<file path="src/rtl/add_pkg.sv">
// Shared definitions for the pipelined adder.
// Holds the default operand/chunk widths, the stage-count helper and the
// configuration legality check used at elaboration time.
package add_pkg;

  localparam int DEF_WIDTH = 16;
  localparam int DEF_CHUNK = 4;

  // Number of pipeline stages (one chunk added per stage).
  function automatic int chunks(input int width, input int chunk);
    return width / chunk;
  endfunction

  // Legal when the operand splits into whole, non-empty chunks.
  function automatic bit cfg_ok(input int width, input int chunk);
    return (chunk >= 1) && (chunk <= width) && ((width % chunk) == 0);
  endfunction

endpackage

</file>
<file path="src/rtl/add_if.sv">
// Handshake bundle for add_pipe.
// Upstream side : in_valid/in_ready, a, b, cin.
// Downstream side: out_valid/out_ready, sum, cout, ovf.
// master = the environment around the adder, slave = the adder itself.
interface add_if import add_pkg::*; #(
  parameter int WIDTH = DEF_WIDTH
) ();

  logic             in_valid;
  logic             in_ready;
  logic [WIDTH-1:0] a;
  logic [WIDTH-1:0] b;
  logic             cin;
  logic             out_valid;
  logic             out_ready;
  logic [WIDTH-1:0] sum;
  logic             cout;
  logic             ovf;

  modport master (
    output in_valid, a, b, cin, out_ready,
    input  in_ready, out_valid, sum, cout, ovf
  );

  modport slave (
    input  in_valid, a, b, cin, out_ready,
    output in_ready, out_valid, sum, cout, ovf
  );

endinterface

</file>
<file path="src/rtl/add_chunk.sv">
// Combinational CHUNK-bit adder slice.
// Ports: a, b (CHUNK) operands, ci carry in; s (CHUNK) sum, co carry out,
// c_msb carry into the slice MSB (used for signed overflow in the top slice).
module add_chunk import add_pkg::*; #(
  parameter int CHUNK = DEF_CHUNK
) (
  input  logic [CHUNK-1:0] a,
  input  logic [CHUNK-1:0] b,
  input  logic             ci,
  output logic [CHUNK-1:0] s,
  output logic             co,
  output logic             c_msb
);

  logic [CHUNK:0] full_s;

  // One extra bit holds the carry out; carry into the MSB is recovered from
  // the MSB sum bit, since s_msb = a_msb ^ b_msb ^ c_msb.
  always_comb begin
    full_s = {1'b0, a} + {1'b0, b} + {{CHUNK{1'b0}}, ci};
    s      = full_s[CHUNK-1:0];
    co     = full_s[CHUNK];
    c_msb  = full_s[CHUNK-1] ^ a[CHUNK-1] ^ b[CHUNK-1];
  end

endmodule

</file>
<file path="src/rtl/add_pipe.sv">
// Pipelined ripple-carry adder with valid/ready handshake on both sides.
// Ports: clk, rst_n (async active-low), bus (add_if.slave):
//   in_valid/in_ready/a/b/cin in, out_valid/out_ready/sum/cout/ovf out.
// Chunk k of the operands is delayed k cycles so it meets the carry from
// stage k-1; chunk k of the sum is then delayed STAGES-1-k cycles so all
// chunks of a transaction land in the output registers together.
// The whole pipeline advances as one: adv = !out_valid || out_ready.
module add_pipe import add_pkg::*; #(
  parameter int WIDTH = DEF_WIDTH,
  parameter int CHUNK = DEF_CHUNK
) (
  input  logic  clk,
  input  logic  rst_n,
  add_if.slave  bus
);

  localparam int STAGES = chunks(WIDTH, CHUNK);

  if (!cfg_ok(WIDTH, CHUNK)) begin : g_cfg_err
    $error("add_pipe: WIDTH must be a whole multiple of CHUNK and CHUNK >= 1");
  end

  logic              adv;
  logic [STAGES-1:0] valid_s;
  logic [STAGES-1:0] carry_s;
  logic [WIDTH-1:0]  sum_s;
  logic              ovf_r;

  assign adv          = !valid_s[STAGES-1] || bus.out_ready;
  assign bus.in_ready = adv;
  assign bus.out_valid = valid_s[STAGES-1];
  assign bus.sum      = sum_s;
  assign bus.cout     = carry_s[STAGES-1];
  assign bus.ovf      = ovf_r;

  for (genvar k = 0; k < STAGES; k++) begin : g_stage
    localparam int SKEW   = k;
    localparam int DESKEW = STAGES - 1 - k;

    logic [CHUNK-1:0] op_a;
    logic [CHUNK-1:0] op_b;
    logic             ci;
    logic             v_in;
    logic [CHUNK-1:0] s_c;
    logic             co_c;
    logic             cm_c;
    logic [CHUNK-1:0] s_r;
    logic             co_r;
    logic             v_r;

    if (SKEW == 0) begin : g_noskew
      // First stage takes its chunk, carry and valid straight from the input.
      always_comb begin
        op_a = bus.a[CHUNK-1:0];
        op_b = bus.b[CHUNK-1:0];
        ci   = bus.cin;
        v_in = bus.in_valid;
      end
    end else begin : g_skew
      logic [CHUNK-1:0] a_dly_r [SKEW];
      logic [CHUNK-1:0] b_dly_r [SKEW];

      // Operand skew chain: delays this stage's chunk by SKEW cycles.
      always_ff @(posedge clk or negedge rst_n) begin
        if (!rst_n) begin
          for (int j = 0; j < SKEW; j++) begin
            a_dly_r[j] <= {CHUNK{1'b0}};
            b_dly_r[j] <= {CHUNK{1'b0}};
          end
        end else if (adv) begin
          a_dly_r[0] <= bus.a[k*CHUNK +: CHUNK];
          b_dly_r[0] <= bus.b[k*CHUNK +: CHUNK];
          for (int j = 1; j < SKEW; j++) begin
            a_dly_r[j] <= a_dly_r[j-1];
            b_dly_r[j] <= b_dly_r[j-1];
          end
        end
      end

      // Later stages take the skewed chunk and the previous stage's state.
      always_comb begin
        op_a = a_dly_r[SKEW-1];
        op_b = b_dly_r[SKEW-1];
        ci   = carry_s[k-1];
        v_in = valid_s[k-1];
      end
    end

    add_chunk #(.CHUNK(CHUNK)) u_chunk (
      .a     (op_a),
      .b     (op_b),
      .ci    (ci),
      .s     (s_c),
      .co    (co_c),
      .c_msb (cm_c)
    );

    // Stage register: chunk sum, outgoing carry and valid bit.
    always_ff @(posedge clk or negedge rst_n) begin
      if (!rst_n) begin
        s_r  <= {CHUNK{1'b0}};
        co_r <= 1'b0;
        v_r  <= 1'b0;
      end else if (adv) begin
        s_r  <= s_c;
        co_r <= co_c;
        v_r  <= v_in;
      end
    end

    assign valid_s[k] = v_r;
    assign carry_s[k] = co_r;

    if (DESKEW == 0) begin : g_nodeskew
      assign sum_s[k*CHUNK +: CHUNK] = s_r;
    end else begin : g_deskew
      logic [CHUNK-1:0] d_r [DESKEW];

      // Result deskew chain: holds this chunk until the top chunk catches up.
      always_ff @(posedge clk or negedge rst_n) begin
        if (!rst_n) begin
          for (int j = 0; j < DESKEW; j++) begin
            d_r[j] <= {CHUNK{1'b0}};
          end
        end else if (adv) begin
          d_r[0] <= s_r;
          for (int j = 1; j < DESKEW; j++) begin
            d_r[j] <= d_r[j-1];
          end
        end
      end

      assign sum_s[k*CHUNK +: CHUNK] = d_r[DESKEW-1];
    end

    if (k == STAGES - 1) begin : g_last
      // Signed overflow: carry into bit WIDTH-1 differs from carry out of it.
      always_ff @(posedge clk or negedge rst_n) begin
        if (!rst_n) begin
          ovf_r <= 1'b0;
        end else if (adv) begin
          ovf_r <= co_c ^ cm_c;
        end
      end
    end
  end

endmodule

</file>
<file path="src/flat_wrapper.sv">
// flat-port wrapper written by rule: the top's interface ports become plain ports
module add_pipe_flat import add_pkg::*;
#(
  parameter int WIDTH = DEF_WIDTH,
  parameter int CHUNK = DEF_CHUNK
)
  (clk, rst_n, bus_in_valid, bus_a, bus_b, bus_cin, bus_out_ready, bus_in_ready, bus_out_valid, bus_sum, bus_cout, bus_ovf);
  add_if #(.WIDTH(WIDTH)) bus_i ();
  input  logic clk;
  input  logic rst_n;
  input wire logic [$bits(bus_i.in_valid)-1:0] bus_in_valid;
  input wire logic [$bits(bus_i.a)-1:0] bus_a;
  input wire logic [$bits(bus_i.b)-1:0] bus_b;
  input wire logic [$bits(bus_i.cin)-1:0] bus_cin;
  input wire logic [$bits(bus_i.out_ready)-1:0] bus_out_ready;
  output wire logic [$bits(bus_i.in_ready)-1:0] bus_in_ready;
  output wire logic [$bits(bus_i.out_valid)-1:0] bus_out_valid;
  output wire logic [$bits(bus_i.sum)-1:0] bus_sum;
  output wire logic [$bits(bus_i.cout)-1:0] bus_cout;
  output wire logic [$bits(bus_i.ovf)-1:0] bus_ovf;
  assign bus_i.in_valid = bus_in_valid;
  assign bus_i.a = bus_a;
  assign bus_i.b = bus_b;
  assign bus_i.cin = bus_cin;
  assign bus_i.out_ready = bus_out_ready;
  assign bus_in_ready = bus_i.in_ready;
  assign bus_out_valid = bus_i.out_valid;
  assign bus_sum = bus_i.sum;
  assign bus_cout = bus_i.cout;
  assign bus_ovf = bus_i.ovf;
  add_pipe #(.WIDTH(WIDTH), .CHUNK(CHUNK)) u_core (.clk(clk), .rst_n(rst_n), .bus(bus_i));
endmodule
</file>
<file path="config.mk">
export PLATFORM = sky130hd
export DESIGN_NAME = add_pipe_flat
export DESIGN_NICKNAME = d
export VERILOG_FILES = /design/src/rtl/add_pkg.sv /design/src/rtl/add_if.sv /design/src/rtl/add_chunk.sv /design/src/rtl/add_pipe.sv /design/src/flat_wrapper.sv
export SDC_FILE = /design/constraint.sdc
export NUM_CORES = 1
export LEC_CHECK = 0
export ABC_AREA = 1
export BUFFER_PORTS_ARGS = -buffer_cell sky130_fd_sc_hd__buf_4
export CAP_MARGIN = 30
export CORE_AREA = 2 2 90 92
export CTS_CLUSTER_DIAMETER = 80
export DETAILED_ROUTE_END_ITERATION = 12
export DIE_AREA = 0 0 92 94
export PLACE_DENSITY_LB_ADDON = 0.1
export RECOVER_POWER = 50
export REMOVE_ABC_BUFFERS = 1
export SETUP_SLACK_MARGIN = 0.5
export SYNTH_ARGS = -nofsm -noshare
export SYNTH_HDL_FRONTEND = slang
export SYNTH_SLANG_ARGS = --single-unit
</file>
<file path="constraint.sdc">
create_clock -name clk -period 2 [get_ports clk]
set_input_delay 0 -clock clk [delete_from_list [all_inputs] [get_ports clk]]
set_output_delay 0 -clock clk [all_outputs]
set_load 0.01 [all_outputs]
</file>
== After elaboration in Yosys (flattened, before gate mapping) ==
Index checks and enable logic that the tools add are counted.
Operators by class
  add/sub/neg operators: 8
  bitwise operators: 3
  reduce and logical (&&, ||, !) cells: 2
Operator list (number)
  adder 4 x 4 -> 5 bit: 4
  adder 5 x 1 -> 5 bit: 4
  bitwise XOR 1 bit: 3
  zero test 1 bit: 1
  logical OR 1 bit: 1
Word-level totals
  register bits: 97
  input port bits: 37
  output and inout bits: 20
  logic and storage cells: 44

== Depth between registers and ports, before layout ==
Gate-level depths: netlist of the first run.
  word-level depth: 5
  depth in mapped cells: 10
  depth with buffers taken out: 10

== Hierarchy ==
A second synthesis of the first run with hierarchy kept.
Second synthesis, totals
  cell total of the unflattened synthesis: 542
  area total of the unflattened synthesis: 4535.6 µm²
By module, submodules not included
  add_pipe: times used 1, cells each 418, area each 3712.3 µm², sequential area each 2427.3 µm²
  add_chunk at u_core.g_stage[0].u_chunk ...: times used 3, cells each 31, area each 207.7 µm², sequential area each 0.0 µm²
  add_chunk at u_core.g_stage[3].u_chunk: times used 1, cells each 31, area each 200.2 µm², sequential area each 0.0 µm²

== Worst setup path after synthesis of the first run ==
Ideal clock, no wire load.
  path kind: reg-to-reg
  start: register u_core.g_stage[3].g_skew.b_dly_r, in the netlist u_core.g_stage[3].op_b[0]
  end: register u_core.ovf_r (netlist: u_core.bus.ovf)
  library setup time: 0.117 ns
  arrival time: 1.609 ns
  data required time: 1.883 ns
  setup slack: 0.274 ns
  stages on the path, launching flop included: 10
  path buffers: 0
  cell sequence: dfrtp_1 > inv_1 > fa_1 > fa_1 > inv_1 > nand3_1 > nand3_1 > nand3_1 > nand2_1 > nand2_1
On the way
  cells in the longest elaborated chain, start to end: 5
Ends and longest elaborated chain
  from (decl): RTL line add_pipe.sv:61  | logic [CHUNK-1:0] b_dly_r [SKEW];
  from (signal, indexed assignment): RTL line add_pipe.sv:68  | b_dly_r[j] <= {CHUNK{1'b0}};
  from (signal, indexed assignment): RTL line add_pipe.sv:75  | b_dly_r[j] <= b_dly_r[j-1];
  adder 4 x 4 -> 5 bit *: RTL line add_chunk.sv:20  | full_s = {1'b0, a} + {1'b0, b} + {{CHUNK{1'b0}}, ci};
  adder 5 x 1 -> 5 bit *: RTL line add_chunk.sv:20
  bitwise XOR 1 bit (2 in series): RTL line add_chunk.sv:23  | c_msb = full_s[CHUNK-1] ^ a[CHUNK-1] ^ b[CHUNK-1];
  bitwise XOR 1 bit *: RTL line add_pipe.sv:142  | ovf_r <= co_c ^ cm_c;
  to (signal assigned): RTL line add_pipe.sv:142
  to (decl): RTL line add_pipe.sv:27  | logic ovf_r;
Mark *: on every way between the ends. The rest lies on a longest branch, timed or not.
A chain may end at the register's enable or synchronous reset.

== Worst setup path in the final report of the first run ==
  start: register u_core.g_stage[2].co_r
  end: register u_core.ovf_r (netlist: u_core.bus.ovf)
On the way
  cells in the longest elaborated chain, start to end: 4
Ends and longest elaborated chain
  from (decl): RTL line add_pipe.sv:48  | logic co_r;
  from (signal assigned): RTL line add_pipe.sv:106  | co_r <= co_c;
  adder 5 x 1 -> 5 bit *: RTL line add_chunk.sv:20
  bitwise XOR 1 bit (2 in series): RTL line add_chunk.sv:23
  bitwise XOR 1 bit *: RTL line add_pipe.sv:142
Marks and branches as above.

==> results_dict.tcl, run 1 <==
set metrics [dict create \
    outcome "completed" \
    root_buffer "clkbuf_8" \
    ios 57 \
    drt_iter0_drc 195 \
    vias 3064 \
    antenna_found_initial 0 \
    cpPeakStageDelay_ns 0.42 \
    final.min_clock_period_ns 1.722 \
    switching_power_mw 2.795 \
    drt_wl_total_um 7724 \
    rows 32 \
    syn2layout_area_growth_pct 23.03 \
    grt_max_degree 62 \
    r2r-end "u_core.bus.ovf" \
    die_w_um 92 \
    stdcell_count 643 \
    dp_slack_ns 0.1526 \
    irDropWorstVdd_mv 0.7096 \
    max_freq_ghz 0.5807 \
    first_pass_iters 4 \
    rr_startpoint "u_core.g_stage[2].co_r" \
    slowest_stage "fa_2" \
    cts_max_path_buffers 2 \
    synthCells 462 \
    placed_cell_area_um2 4693 \
    dpl.cell_count 596 \
    cp_cell_sequence "inv_2 > fa_2 > fa_2 > inv_2 > nand3_4 > nand2_2 > nand2_2 > nand3_2 > nand2_1 > nand2_1" \
    htree_num_levels 3 \
    powerDensity_nw_per_um2 1452 \
    fin_nets 593 \
    ys_types 22 \
    worst_ep_arrival_time_ns 2.01 \
    hold_viol 0 \
    worst_pin_slew_ns 0.9555 \
    seqPwrFrac 0.424 \
    cap_violations 0 \
    relSlewSlack 0.3630 \
    setup_viol 0 \
    sw_frac_of_total 0.3683 \
    rr_worst_depth 10 \
    avgSynthCellArea_um2 9.194 \
    grt.total_usage 0.1933 \
    p_leak_nw 2.651 \
    layout-drive-gt1-share 0.1701 \
    clkTransAtPathRegs_ns 0.09 \
    design.die.area_um2 8648 \
    tritoncts "built" \
    clkPwrFrac 0.187 \
    rsz0062_at_grt "true" \
    endpoint "u_core.bus.ovf" \
    grt_pass1_wl_um 13180 \
    syn_area_um2 4248 \
    total_power_mw 7.589 \
    drc 0 \
    cts_buffers 9 \
    synth-warning-count 0 \
    pwr-share-comb 0.389 \
    yosysSeqAreaShare 0.5714 \
    grt_pass1_vias 2927 \
    overflow 0 \
    initial_utilization 0.5584 \
    maxSlewViolCount 0 \
    finalInstanceArea_um2 5226 \
    fin_crit_sh 0.8610 \
    hold_class "input port to flop" \
    place.gp.congestion 0.7927 \
    core_um2 7607 \
    cts_sinks 97 \
    hpwl_um 4653 \
    criticalPathCategory "flop to flop" \
    via_per_inst 4.765 \
    wl_per_cell_um 12.01 \
    antenna_cells 0 \
    crit_path_start_kind "flop" \
    rrSetupSlack_ns 0.28 \
    ant_nets 0 \
    fin_skew_ns 0.01242 \
    worstSkewPairLatency_ns 0.34 \
    endpoint_kind "flop" \
    numPortBuffers 56 \
    required_ns 2.29 \
    synth-seq-cells 97 \
    crit_start "u_core.g_stage[2].co_r" \
    die_h_um 94 \
    intPower_mw 4.794 \
    layout_setup_ws_ns 0.2780 \
    critPathMaxFanout 3 \
]
[stage by stage]
stage	TNS (ns)	util	hold WS [ns]
2_1_floorplan	-121.97	-	-0.2956
3_5_place_dp	0	0.6169	0.003820
5_1_grt	0	0.6870	0.1063
6_report	0	0.6870	0.08128
3_3_place_gp	0	0.6169	-0.009406
4_1_cts	0	0.6873	0.06554
[power groups by stage]
stage               registers, mW  clock network (mW)  logic (mW)
floorplan                    3.26                   0        1.73
global placement             3.23                   0        2.57
detailed placement           3.25                   0        2.68
CTS                          3.22                1.45        2.88
global route                 3.32                1.53        3.41
finish                       3.22                1.42        2.95
[synth_stat cells]
master,instances,share of area
nor2_2,1,0.0015
buf_6,2,0.0053
dfrtp_1,97,0.57
a31oi_1,2,0.0029
buf_2,10,0.012
xnor2_1,3,0.0062
buf_4,9,0.016
a21oi_1,5,0.0059
inv_2,1,0.00088
nand2_1,164,0.14
fa_1,8,0.038
o21ai_0,62,0.073
nand3b_1,4,0.0071
nor2_1,8,0.0071
ha_1,12,0.035
inv_1,51,0.045
xor2_1,1,0.0021
clkbuf_1,8,0.0071
nand4_1,1,0.0015
a22oi_1,3,0.0053
nand3_1,9,0.011
or2_2,1,0.0015
[area by class of cell]
cell class	count	area, um^2
Tap cell	102	127.6
Clock inverter	4	75.07
Fill cell	620	2381
Clock buffer	12	155.1
Timing Repair Buffer	92	706.9
Inverter	52	195.2
Sequential cell	97	2427
Multi-Input combinational cell	284	1539
[worst min-delay path by stage]
stage | from | depth (start not counted) | to | slack [ns]
after floorplan | rst_n | 0 | u_core.bus.cout | -0.30
after global placement | rst_n | 1 | u_core.g_stage[2].g_deskew.d_r[2] | -0.009
after detailed placement | rst_n | 1 | u_core.g_stage[2].g_deskew.d_r[2] | 0.004
after CTS | bus_a[0] | 4 | u_core.g_stage[0].s_r[0] | 0.07
after global routing | bus_a[3] | 4 | u_core.g_stage[0].co_r | 0.11
final | bus_a[0] | 4 | u_core.g_stage[0].s_r[0] | 0.08
[critical path, delay by kind of cell, from the launching register on]
| family | cells | cell delay [ns] |
|---|---|---|
| adders and majority gates | 2 | 0.82 |
| and+or+nand+nor | 6 | 0.38 |
| DFF | 1 | 0.35 |
| buffers and inverters | 2 | 0.13 |
[what timing repair did]
item,4_1_cts,5_1_grt
resized for setup,18,18
cloned,0,0
buffers inserted,3,2
pin swaps,12,9
setup endpoints to repair,10,11
hold buffers,26,0
hold endpoints to repair,61,0
[state kept, by name, summed over array words and instances (netlist names)]
signal                         count
u_core.g_stage.g_deskew.d_r       16
u_core.g_stage.s_r                16
u_core.g_stage.g_skew.a_dly_r     16
u_core.g_stage.g_skew.b_dly_r     16
u_core.bus.sum                     8
u_core.g_stage.op_a                8
u_core.g_stage.op_b                8
u_core.g_stage.co_r                3
u_core.g_stage.v_r                 3
u_core.bus.cout                    1
u_core.bus.out_valid               1
u_core.bus.ovf                     1
[kinds of logic after synthesis]
logic type,synth area share
xor gates and xnor gates,0.008249
adders and majority gates,0.07305
AOI/OAI and AO/OA,0.08719
and+or+nand+nor,0.1741
DFF,0.5714
buffers and inverters,0.08601
[layer usage]
layer | vias to the layer above | GRT usage | share of wire
met5 | - | 0 | 0
met4 | 0 | 0.05970 | 0.0065
met1 | 1446 | 0.2511 | 0.44
met2 | 45 | 0.3382 | 0.52
met3 | 4 | 0.02889 | 0.027
li1 | 1569 | - | -
[placed cells by master (no fill, tap or decap), types with 2 or more instances in the layout]
cell type	instances
buf_4	44
o21ai_1	4
o21ai_2	3
nor2_1	6
fa_2	6
bufinv_16	2
buf_12	2
nand2_1	161
clkinvlp_4	2
nand3b_1	4
fa_1	2
dfrtp_1	97
clkbuf_8	11
a21oi_1	5
nor2_4	2
o21ai_0	55
inv_1	43
ha_1	12
dlygate4sd3_1	26
nand3_2	3
clkbuf_1	20
a22oi_1	3
inv_2	9
nand2_2	3
xnor2_1	2
a31oi_1	2
nand3_1	5
(Power assumes the default switching activity.)
==> run 2: changes to the inputs <==
- GPL_TIMING_DRIVEN: not set -> 0
==> run 2 against run 1 <==
Net effect: highest routed layer unchanged; design area grew 3.6%; maximum frequency grew 1.6%; core utilization grew 2.5 points; clock power shrank 15%; critical path type unchanged; via count grew 4.1%; setup slack gained 0.027 ns; first-iteration DRC count shrank 19%; die area is the same.
==> results_dict.tcl, run 2 (synthesis gave the netlist of run 1 again) <==
set metrics [dict create \
    rrSetupSlack_ns 0.30 \
    dr_wl_met3_um 291 \
    cts_sinks 97 \
    fillerInstances 611 \
    hold_class "input port to flop" \
    grt_pass1_wl_um 13960 \
    outcome "completed" \
    clkTransAtPathRegs_ns 0.09 \
    p_leak_nw 2.763 \
    rsz0062_at_grt "true" \
    cts_buffers 9 \
    cts_max_path_buffers 2 \
    endpoint_kind "flop" \
    via_per_inst 4.870 \
    crit_start "u_core.g_stage[3].op_b[0]" \
    core_um2 7607 \
    tritoncts "built" \
    rr_startpoint "u_core.g_stage[3].op_b[0]" \
    final.min_clock_period_ns 1.695 \
    drt_iter0_drc 158 \
    numPortBuffers 56 \
    root_buffer "clkbuf_8" \
    drc 0 \
    final_cell_mix "161 x nand2_1, 97 x dfrtp_1, 54 x o21ai_0" \
    worstSkewPairLatency_ns 0.36 \
    top_layer_used "met4" \
    overflow 0 \
    fin_tns_setup_ns 0 \
    layout-drive-gt1-share 0.1790 \
    setup_viol 0 \
    initial_utilization 0.5584 \
    required_ns 2.26 \
    placed_cell_area_um2 4726 \
    max_freq_ghz 0.5899 \
    hpwl_um 4556 \
    layout_setup_ws_ns 0.3047 \
    die_h_um 94 \
    fin_skew_ns 0.008365 \
    ant_nets 0 \
    crit_path_start_kind "flop" \
    critPathMaxFanout 3 \
    final_common_cell "nand2_1" \
    antenna_found_initial 0 \
    min-delay-start "bus_out_ready" \
    wl_per_cell_um 12.83 \
    vias 3190 \
    criticalPathCategory "flop to flop" \
    hold_viol 0 \
    holdWs_ns 0.05960 \
    wl_met1_um 3789 \
    htree_num_levels 3 \
    route.met2.wl_um 4142 \
    relSlewSlack 0.2572 \
    fin_nets 606 \
    grt_pass1_vias 3024 \
    worst_ep_arrival_time_ns 1.95 \
    maxSlewViolCount 0 \
    grt.total_usage 0.2091 \
    ios 57 \
    rows 32 \
    antenna_cells 0 \
    finalInstanceArea_um2 5415 \
    grt_max_degree 55 \
    syn2layout_area_growth_pct 27.48 \
    drt_wl_total_um 8401 \
    design.die.area_um2 8648 \
    cap_violations 0 \
    dp_slack_ns -0.4809 \
    powerDensity_nw_per_um2 1423 \
    place.gp.congestion 0.7913 \
    fin_crit_sh 0.8476 \
    first_pass_iters 4 \
    worst_pin_slew_ns 1.114 \
    die_w_um 92 \
    irDropWorstVdd_mv 0.6487 \
]
[run 2: cell count changes in the layout (fill, tap and decap cells not counted), sizes merged]
cell and change:
inv +1, bufbuf +3, nor2 +2, buf +8, clkinv +3, clkbuf -2, clkinvlp -2, bufinv -1
[run 2: metal layers]
layer,track usage,up-vias
li1,-,1606
met5,0,-
met1,0.2745,1509
met4,0.09826,0
met2,0.3493,60
met3,0.02648,15
[run 2: path summary, 6_finish.rpt]
check,end,depth (start not counted)
worst min register to register,u_core.bus.sum[7],2
worst min-delay path,u_core.bus.sum[0],4
min in group asynchronous,u_core.g_stage[2].g_deskew.d_r[2],2
worst max register to register,u_core.bus.ovf,9
worst max-delay path,u_core.bus.ovf,9
max in group asynchronous,u_core.g_stage[0].s_r[2],3
[run 2: stage by stage]
| stage | util | power [mW] | cells |
|---|---|---|---|
| floorplan | - | 4.986 | 433 |
| global placement | 0.6081 | 5.768 | 591 |
| detailed placement | 0.6212 | 5.947 | 595 |
| CTS | 0.7082 | 7.643 | 649 |
| global route | 0.7118 | 8.366 | 655 |
| finish | 0.7118 | 7.707 | 655 |
[run 2: layout make-up]
| cell class | count | area [um^2] | area share |
|---|---|---|---|
| clock inverters | 4 | 45.04 | 0.008318 |
| well taps | 102 | 127.6 | 0.02357 |
| multi-input cells | 286 | 1548 | 0.2858 |
| repair buffers | 102 | 915.9 | 0.1691 |
| clock buffers | 11 | 131.4 | 0.02426 |
| flip-flops and latches | 97 | 2427 | 0.4482 |
| repair inverters | 1 | 8.758 | 0.001617 |
| inverters | 52 | 211.5 | 0.03905 |
[run 2: worst max-delay path, stage by stage (launching register included)]
cell	delay [ns]
dfrtp_1	0.34
inv_2	0.05
fa_2	0.40
fa_2	0.37
inv_2	0.08
nand3_4	0.09
nand3_4	0.08
nand3_2	0.07
nand2_1	0.06
nand2_1	0.05
[run 2: where the power goes]
part / leakage (nW) / total (mW) / switching, mW / internal, mW
Sequential: 1.17 / 3.22 / 0.409 / 2.81
Combinational: 1.50 / 3.29 / 1.83 / 1.46
Clock: 0.0929 / 1.20 / 0.630 / 0.567
Total: 2.76 / 7.71 / 2.87 / 4.84
[run 2: what timing repair did]
item / 4_1_cts / 5_1_grt
gates cloned: 6 / 0
hold buffers: 26 / 0
setup endpoints to repair: 87 / 56
endpoints found under the hold margin: 68 / 0
resized for setup: 27 / 14
setup buffers: 7 / 6
pin swaps: 17 / 11
